[src/rtl/data_mem_subsystem_if.sv]
// CPU-side load/store bus of the data memory subsystem.
// The cpu drives requests and stalls while BUSYWAIT is high.
interface data_mem_subsystem_if;
    logic       READ;
    logic       WRITE;
    logic [7:0] ADDRESS;
    logic [7:0] WRITEDATA;
    logic [7:0] READDATA;
    logic       BUSYWAIT;

    modport master (output READ, output WRITE, output ADDRESS, output WRITEDATA,
                    input READDATA, input BUSYWAIT);
    modport slave  (input READ, input WRITE, input ADDRESS, input WRITEDATA,
                    output READDATA, output BUSYWAIT);
endinterface

[src/rtl/data_mem_subsystem.sv]
// Direct-mapped write-back/write-allocate data cache in front of a slow
// 64 x 32-bit block memory, presenting a byte-wide stall interface to the cpu.
module data_mem_subsystem #(
    parameter int MEM_LATENCY = 5,
    parameter int NUM_BLOCKS  = 8
) (
    input  logic                 CLK,
    input  logic                 RESET,
    data_mem_subsystem_if.slave  cpu
);
    localparam int IDX_W = $clog2(NUM_BLOCKS);
    localparam int TAG_W = 6 - IDX_W;
    localparam int CNT_W = $clog2(MEM_LATENCY + 1);
    localparam logic [CNT_W-1:0] CNT_LAST = CNT_W'(MEM_LATENCY - 1);

    typedef enum logic [1:0] {
        IDLE         = 2'd0,
        MEM_READ     = 2'd1,
        MEM_WRITE    = 2'd2,
        CACHE_UPDATE = 2'd3
    } state_t;

    state_t            state_r, state_s;

    logic [31:0]       data_r  [NUM_BLOCKS];
    logic [TAG_W-1:0]  tag_r   [NUM_BLOCKS];
    logic [NUM_BLOCKS-1:0] valid_r;
    logic [NUM_BLOCKS-1:0] dirty_r;
    logic [31:0]       mem_r   [64];

    logic [5:0]        miss_addr_r;
    logic [CNT_W-1:0]  cnt_r;
    logic [31:0]       fetch_r;

    logic [IDX_W-1:0]  idx_s;
    logic [TAG_W-1:0]  tag_s;
    logic [1:0]        off_s;
    logic [IDX_W-1:0]  miss_idx_s;
    logic [IDX_W-1:0]  line_idx_s;
    logic              req_s;
    logic              hit_s;
    logic              cnt_done_s;
    logic              mem_read_s;
    logic              mem_write_s;
    logic              mem_busy_s;
    logic [5:0]        mem_addr_s;

    assign idx_s      = cpu.ADDRESS[IDX_W+1:2];
    assign tag_s      = cpu.ADDRESS[7:IDX_W+2];
    assign off_s      = cpu.ADDRESS[1:0];
    assign miss_idx_s = miss_addr_r[IDX_W-1:0];
    assign req_s      = cpu.READ | cpu.WRITE;
    assign hit_s      = valid_r[idx_s] && (tag_r[idx_s] == tag_s);
    assign cnt_done_s = (cnt_r == CNT_LAST);
    assign mem_busy_s = mem_read_s | mem_write_s;

    assign cpu.READDATA = data_r[idx_s][{off_s, 3'b000} +: 8];
    assign cpu.BUSYWAIT = req_s && !((state_r == IDLE) && hit_s);

    // Line being evicted/filled: the live address while idle, the latched miss address afterwards.
    always_comb begin
        line_idx_s = miss_idx_s;
        if (state_r == IDLE) begin
            line_idx_s = idx_s;
        end else begin
            line_idx_s = miss_idx_s;
        end
    end

    // Next-state and memory request logic; requests start in the miss cycle so memory counts from there.
    always_comb begin
        state_s     = state_r;
        mem_read_s  = 1'b0;
        mem_write_s = 1'b0;
        mem_addr_s  = miss_addr_r;
        case (state_r)
            IDLE: begin
                if (req_s && !hit_s) begin
                    if (valid_r[idx_s] && dirty_r[idx_s]) begin
                        state_s     = MEM_WRITE;
                        mem_write_s = 1'b1;
                        mem_addr_s  = {tag_r[idx_s], idx_s};
                    end else begin
                        state_s    = MEM_READ;
                        mem_read_s = 1'b1;
                        mem_addr_s = cpu.ADDRESS[7:2];
                    end
                end else begin
                    state_s = IDLE;
                end
            end
            MEM_WRITE: begin
                mem_write_s = 1'b1;
                mem_addr_s  = {tag_r[miss_idx_s], miss_idx_s};
                if (cnt_done_s) begin
                    state_s = MEM_READ;
                end else begin
                    state_s = MEM_WRITE;
                end
            end
            MEM_READ: begin
                mem_read_s = 1'b1;
                mem_addr_s = miss_addr_r;
                if (cnt_done_s) begin
                    state_s = CACHE_UPDATE;
                end else begin
                    state_s = MEM_READ;
                end
            end
            CACHE_UPDATE: begin
                state_s = IDLE;
            end
            default: begin
                state_s = IDLE;
            end
        endcase
    end

    // Backing memory: counts edges while requested, transfers on the last one.
    always_ff @(posedge CLK) begin
        if (RESET) begin
            cnt_r   <= '0;
            fetch_r <= 32'h0000_0000;
            for (int i = 0; i < 64; i++) begin
                mem_r[i] <= 32'h0000_0000;
            end
        end else if (mem_busy_s) begin
            if (cnt_done_s) begin
                cnt_r <= '0;
                if (mem_write_s) begin
                    mem_r[mem_addr_s] <= data_r[line_idx_s];
                end else begin
                    fetch_r <= mem_r[mem_addr_s];
                end
            end else begin
                cnt_r <= cnt_r + CNT_W'(1);
            end
        end else begin
            cnt_r <= '0;
        end
    end

    // Cache arrays and FSM state; a write miss becomes an ordinary write hit once the fill lands.
    always_ff @(posedge CLK) begin
        if (RESET) begin
            state_r     <= IDLE;
            valid_r     <= '0;
            dirty_r     <= '0;
            miss_addr_r <= 6'd0;
            for (int i = 0; i < NUM_BLOCKS; i++) begin
                data_r[i] <= 32'h0000_0000;
                tag_r[i]  <= '0;
            end
        end else begin
            state_r <= state_s;
            if ((state_r == IDLE) && req_s && !hit_s) begin
                miss_addr_r <= cpu.ADDRESS[7:2];
            end
            if (state_r == CACHE_UPDATE) begin
                data_r[miss_idx_s]  <= fetch_r;
                tag_r[miss_idx_s]   <= miss_addr_r[5:IDX_W];
                valid_r[miss_idx_s] <= 1'b1;
                dirty_r[miss_idx_s] <= 1'b0;
            end else if ((state_r == IDLE) && hit_s && cpu.WRITE) begin
                data_r[idx_s][{off_s, 3'b000} +: 8] <= cpu.WRITEDATA;
                dirty_r[idx_s] <= 1'b1;
            end
        end
    end
endmodule

[src/flat_wrapper.sv]
// flat-port wrapper written by rule: the top's interface ports become plain ports
module data_mem_subsystem_flat 
#(
    parameter int MEM_LATENCY = 5,
    parameter int NUM_BLOCKS  = 8
)
  (CLK, RESET, cpu_READ, cpu_WRITE, cpu_ADDRESS, cpu_WRITEDATA, cpu_READDATA, cpu_BUSYWAIT);
  data_mem_subsystem_if cpu_i ();
  input  logic CLK;
  input  logic RESET;
  input wire logic [$bits(cpu_i.READ)-1:0] cpu_READ;
  input wire logic [$bits(cpu_i.WRITE)-1:0] cpu_WRITE;
  input wire logic [$bits(cpu_i.ADDRESS)-1:0] cpu_ADDRESS;
  input wire logic [$bits(cpu_i.WRITEDATA)-1:0] cpu_WRITEDATA;
  output wire logic [$bits(cpu_i.READDATA)-1:0] cpu_READDATA;
  output wire logic [$bits(cpu_i.BUSYWAIT)-1:0] cpu_BUSYWAIT;
  assign cpu_i.READ = cpu_READ;
  assign cpu_i.WRITE = cpu_WRITE;
  assign cpu_i.ADDRESS = cpu_ADDRESS;
  assign cpu_i.WRITEDATA = cpu_WRITEDATA;
  assign cpu_READDATA = cpu_i.READDATA;
  assign cpu_BUSYWAIT = cpu_i.BUSYWAIT;
  data_mem_subsystem #(.MEM_LATENCY(MEM_LATENCY), .NUM_BLOCKS(NUM_BLOCKS)) u_core (.CLK(CLK), .RESET(RESET), .cpu(cpu_i));
endmodule
[config.mk]
export PLATFORM = sky130hd
export DESIGN_NAME = data_mem_subsystem_flat
export DESIGN_NICKNAME = d
export VERILOG_FILES = /design/src/rtl/data_mem_subsystem_if.sv /design/src/rtl/data_mem_subsystem.sv /design/src/flat_wrapper.sv
export SDC_FILE = /design/constraint.sdc
export NUM_CORES = 2
export LEC_CHECK = 0
export ABC_AREA = 1
export BUFFER_PORTS_ARGS = -buffer_cell sky130_fd_sc_hd__buf_2
export CAP_MARGIN = 20
export CORE_ASPECT_RATIO = 0.5
export CORE_MARGIN = 4
export CORE_UTILIZATION = 40
export CTS_BUF_LIST = sky130_fd_sc_hd__clkbuf_16
export CTS_CLUSTER_DIAMETER = 80
export DETAILED_ROUTE_END_ITERATION = 6
export SYNTH_ARGS = -nofsm -noshare
export SYNTH_HDL_FRONTEND = slang
export SYNTH_SLANG_ARGS = --single-unit
[constraint.sdc]
create_clock -name CLK -period 8.1 [get_ports CLK]
set_input_delay 0.81 -clock CLK [delete_from_list [all_inputs] [get_ports CLK]]
set_output_delay 0.81 -clock CLK [all_outputs]
set_load 0.01 [all_outputs]
# After elaboration in Yosys (flattened, before gate mapping)
# Memories as Yosys holds them, arrays and structs flattened. A register that Yosys moved wholly into a read port is not among the register bits.
# Cells that the tools add are included.
[totals] regBits=27 mem_bits_rw=2328 in_bits=20 elab_cells=103 n_memories=3
[classes] addsub=2 n_lt_le_gt_ge=4 n_eq_ne=5 shifts=3 muxes=53 bitwise=8 n_reduce_logical=20
[mem_list] memory="u_core.mem_r" depth=64 width=32 rd=1 rd_ports_with_merged_regs=1 write_ports=64 line_no="data_mem_subsystem.sv:29" rtl="logic [31:0] mem_r [64];"
[mem_list] memory="u_core.data_r" depth=8 width=32 rd=2 rd_ports_with_merged_regs=0 write_ports=8 line_no="data_mem_subsystem.sv:25" rtl="logic [31:0] data_r [NUM_BLOCKS];"
[mem_list] memory="u_core.tag_r" depth=8 width=3 rd=2 rd_ports_with_merged_regs=1 write_ports=8 line_no="data_mem_subsystem.sv:26" rtl="logic [TAG_W-1:0] tag_r [NUM_BLOCKS];"
[op_table] cell="$mux W32" count=5
[op_table] cell="$reduce_or A32 Y1" count=3
[op_table] cell="$shift A8 B7 Y32 const A" count=1
[op_table] cell="$shiftx A32 B6 Y8" count=1
[op_table] cell="$shiftx A8 B7 Y32" count=1
[op_table] cell="$mux W1" count=24
[op_table] cell="$mux W3" count=7
[op_table] cell="$mux W6" count=3
[op_table] cell="$mux W8" count=2
[op_table] cell="$or A8 B8 Y8" count=2
[op_table] cell="$pmux W6 S2" count=1
[op_table] cell="$logic_and A1 B1 Y1" count=10
[op_table] cell="$and A8 B8 Y8" count=1
[op_table] cell="$lt A3 B4 Y1 const B" count=2
[op_table] cell="$mux W2" count=4
[op_table] cell="$not A8 Y8" count=1
[op_table] cell="$pmux W2 S4" count=1
[op_table] cell="$neg A5 Y7" count=1
[op_table] cell="$bmux W1 S3" count=2
[op_table] cell="$demux W1 S3" count=2
[op_table] cell="$ge A3 B1 Y1 const B" count=2
[op_table] cell="$reduce_or A3 Y1" count=2
[op_table] cell="$eq A2 B2 Y1 const B" count=2
[op_table] cell="$pmux W1 S2" count=2
[op_table] cell="other kinds (10)" count=13

# Longest topological paths before layout
[depth] depth_word=14 depth_mapped=31 mapped_depth_nobuf=26

# Worst setup path before layout
# OpenSTA, ideal clock, no wires.
[synth_path] path_kind="input-to-reg" from="input cpu_ADDRESS[2]" to="memory u_core.mem_r[12][0], enable pin" t_arrival_ns=4.084 required_time_ns=7.711 slack_ns=3.627 path_stages=20 n_path_buf=4 cell_sequence="buf_2 -> inv_2 -> buf_4 -> nand3_1 -> nand2_1 -> nor2_1 -> nand2_1 -> nand2_1 -> nand2_1 -> nor2_1 -> nand2_1 -> nand2_1 -> buf_4 -> inv_2 -> o21ai_4 -> inv_2 -> nor4_4 -> nand2_1 -> buf_2 -> nand2_1"
[synth_rtl] element="from (decl)" line_no="flat_wrapper.sv:13" rtl="input wire logic [$bits(cpu_i.ADDRESS)-1:0] cpu_ADDRESS;"
[synth_rtl] element="to (decl)" line_no="data_mem_subsystem.sv:29"

==> run summary <==
Total power for the finished layout comes to 30.3 mW. In this run, synthesis inferred 2328 flip-flops with an integrated enable. The longest clock path from root to sink contains 4 buffers.

Routability-driven placement finished with a final weighted congestion of 0.959. Ranked by instance count, the synthesized netlist is headed by nand2_1 (5503), nor2_1 (2594), edfxtp_1 (2328). Excluding fillers, the count of instances in the completed layout stands at 16600.

The logs give 196 for the pin count of the biggest net entering global routing and 44.3% for the post-layout utilization of the core. The worst setup path is launched from a flip-flop. The top cell type's share of synthesized area is 61.3%, and the vias after detailed routing is 93500. After technology mapping, the gate count stands at 13100. Most numerous cell in the Yosys netlist: nand2_1.

Die height: 386 µm. For the pin with the worst max-slew slack, the measured transition is 1.67 ns. Net switching is 32.2% of the power.

The global-route wire length before repair is 594 mm. Reported net switching power: 9.76 mW. After global routing the overflow that remains totals 0.

Minimum clock period: 5.64 ns. Once the clock tree was built, the resizer swapped 0 gates to a different size. Timing would allow up to 177 MHz. The largest area contributor in the netlist is edfxtp_1. The wire-length estimate of the detail-placed layout is 244 mm.

The root buffer selected by CTS is clkbuf_16. For the via count of the first global-routing pass, the log shows 84700. The most instantiated flip-flop cell in the synthesis netlist is edfxtp_1. The share of synthesized area occupied by flip-flops and latches is 62.4%, and the post-synthesis register bit count is 2390. 29 I/O pins were placed.

Of the total power, combinational logic draws 19.0%. The nature of the critical path endpoint was a flip-flop. The logs give 4 for the number of remaining DRC errors and 6.21 ns for the data arrival at the endpoint of the critical path. For this design, the CTS-stage hold fixing added 0 buffers. The final hold slack is 0.273 ns, and the number of cells after detailed placement is 16200. Number of buffers created by CTS: 231. The total negative setup slack was 0 ns. The checks that failed: design-rule violations, max-slew violations. The H-tree generated during clock tree synthesis spans 4 levels. Sorting the synthesized cells by area gives the leading types as edfxtp_1 (61%), nand2_1 (18%), nor2_1 (8.5%). The clock network fraction of design power was 34.6%; the detail-routed via count per cell was 5.62.

The number of iterations in the first detailed-routing pass was 7; the number of nets with antenna violations after routing was 0. The post-synthesis to final-layout area growth was 9.99%. For this configuration, the core starts out at a cell density of 40.3%. The fraction of the cycle the final worst path needs is 69.7%. After detailed routing, the average wire length per cell comes to 24.8 µm.

The run gives 13800 as the iteration-0 DRC count of the detailed router. The count of buffers added on input and output ports is 28. Along the worst path, the maximum fanout reaches 48. In the final layout, the multi-input gates occupy 38500 µm². From left edge to right edge, the die measures 763 µm.

The number of placement rows is 138, and the number of buffers inserted to repair setup after CTS is 0. The later-pin clock latency in the skew report came out at 0.92 ns. In the global route stage, overall resource usage came out at 27.2%. After clock tree synthesis, the clock-pin slew on the worst setup and hold paths is 0.06 ns. Worst slew margin relative to its limit: -11.6%. In the final design database the tool counted 12700 nets. Placeable core region: 283000 µm². The max-slew violation count is 103, and the full die area is 294000 µm². The total power per unit cell area is 242 nW/µm², and the number of antenna violations at the first check in global routing is 11.

The average instance in the mapped netlist occupies 8.71 µm². Setup slack on the worst reg-to-reg path comes out at 2.46 ns. After detailed routing, the total wire length is 413 mm. Registers take 71100 µm². The internal power of the cells totals 20.6 mW. For the count of fill cells added during filler insertion, the log shows 27200. The share of synthesized registers carrying an async set or reset is 0%. When the netlist entered floorplanning its net count stood at 13100.

Fraction of layout cells with a size suffix above 1: 5.64%. The run gives 0 as the final number of setup-violating endpoints. The flow ran to the end, but the final reports show violations. The netlist area before placement was 114000 µm². For the fraction of power consumed by sequential logic, the log shows 46.3%. The clock net in this run drives a total of 2390 sinks. The clock skew after layout is 0.0780 ns, and the max-capacitance violation count is 0. The number of library cell types mapped by synthesis was 41.

Setup repair after global routing left no endpoint under its margin. At the worst endpoint, the required time is 8.67 ns. For this run, the number of Yosys warnings is 0. The total count of hold-check failures in the final report is 0. The leakage power figure was 53.9 nW. For the peak ir drop on the vdd network, the log shows 185 µV. TritonCTS built the clock tree. The path category of the worst min-delay check was in -> reg.

The critical path in this run is classified as reg -> reg.
routing by layer:
layer | part of all wire (%) | vias up | global-route usage [%]
met5 | 0.055 | - | 0.491
met4 | 3.4 | 6 | 8.41
met3 | 14 | 649 | 8.29
met2 | 41 | 5884 | 38.2
met1 | 41 | 45400 | 39.9
li1 | - | 41500 | -
sequential cells by signal (all words and copies together), names as in the netlist, named ones only:
name,cells
u_core.tag_r,24
u_core.dirty_r,8
u_core.miss_addr_r,6
u_core.fetch_r,32
u_core.valid_r,8
u_core.mem_r,2048
u_core.data_r,256
u_core.cnt_r,3
u_core.state_r,2
power by group through the flow:
stage / Combinational, mW / Sequential (mW) / Clock, mW
5_1_grt: 6.00 / 14.1 / 11.1
3_5_place_dp: 5.56 / 14.3 / 0
3_3_place_gp: 5.54 / 14.3 / 0
6_report: 5.78 / 14.1 / 10.5
4_1_cts: 5.58 / 14.1 / 10.6
2_1_floorplan: 2.93 / 14.3 / 0
per-stage QoR:
step	instance area (µm²)	worst slack, ns
5_1_grt	125000	2.13
3_5_place_dp	118000	1.70
4_1_cts	125000	2.58
6_report	125000	2.46
3_3_place_gp	118000	1.63
2_1_floorplan	114000	3.63
worst max-delay path, cell delays in order (launching register included):
cell and delay (ns):
dfxtp_1 0.36, nor2_1 0.83, nand2_1 0.22, o21ai_4 0.10, buf_4 0.33, clkinv_1 0.87, buf_4 0.58, o21ai_0 0.12
o22ai_1 0.14, o21ai_4 0.63, buf_4 0.76, nor2_1 0.11
layout by cell type, fill, tap and decap left out, drive strengths merged, types with 7 or more instances in the layout:
master   instances
nand4           23
buf            349
o221ai          23
nor3            37
o2111ai         14
a211oi           7
a22oi           19
o211ai          34
clkinv         117
nand3          792
a221oi          39
nor4            10
dfxtp           62
nand2         5503
edfxtp        2328
o22ai           31
inv            295
o31ai            8
o21ai          200
o32ai            7
nor2          2594
bufinv          13
a21oi           69
clkbuf         235
worst paths after layout:
check,startpoint,endpoint,depth (start not counted)
worst max-delay path,u_core.state_r[0],u_core.mem_r[6][12],11
worst min-delay path,cpu_ADDRESS[5],u_core.miss_addr_r[3],3
worst min register to register,u_core.cnt_r[0],u_core.cnt_r[0],1
worst max register to register,u_core.state_r[0],u_core.mem_r[6][12],11
final cells by class:
cell class	count	share of cell area [%]
Sequential cell	2390	56.7
Multi-Input combinational cell	9440	30.7
Clock buffer	235	4.69
Tap cell	3780	3.77
Timing Repair Buffer	349	2.43
Clock inverter	175	0.898
Inverter	256	0.782
Antenna cell	6	0.0120
cell families after synthesis:
group           synth area share, %
fa+ha+maj                    0.0658
simple gates                   30.6
compound gates                 2.58
xor+xnor                    0.00768
buf+inv                        4.38
flops                          62.4
(Power assumes the default switching activity.)
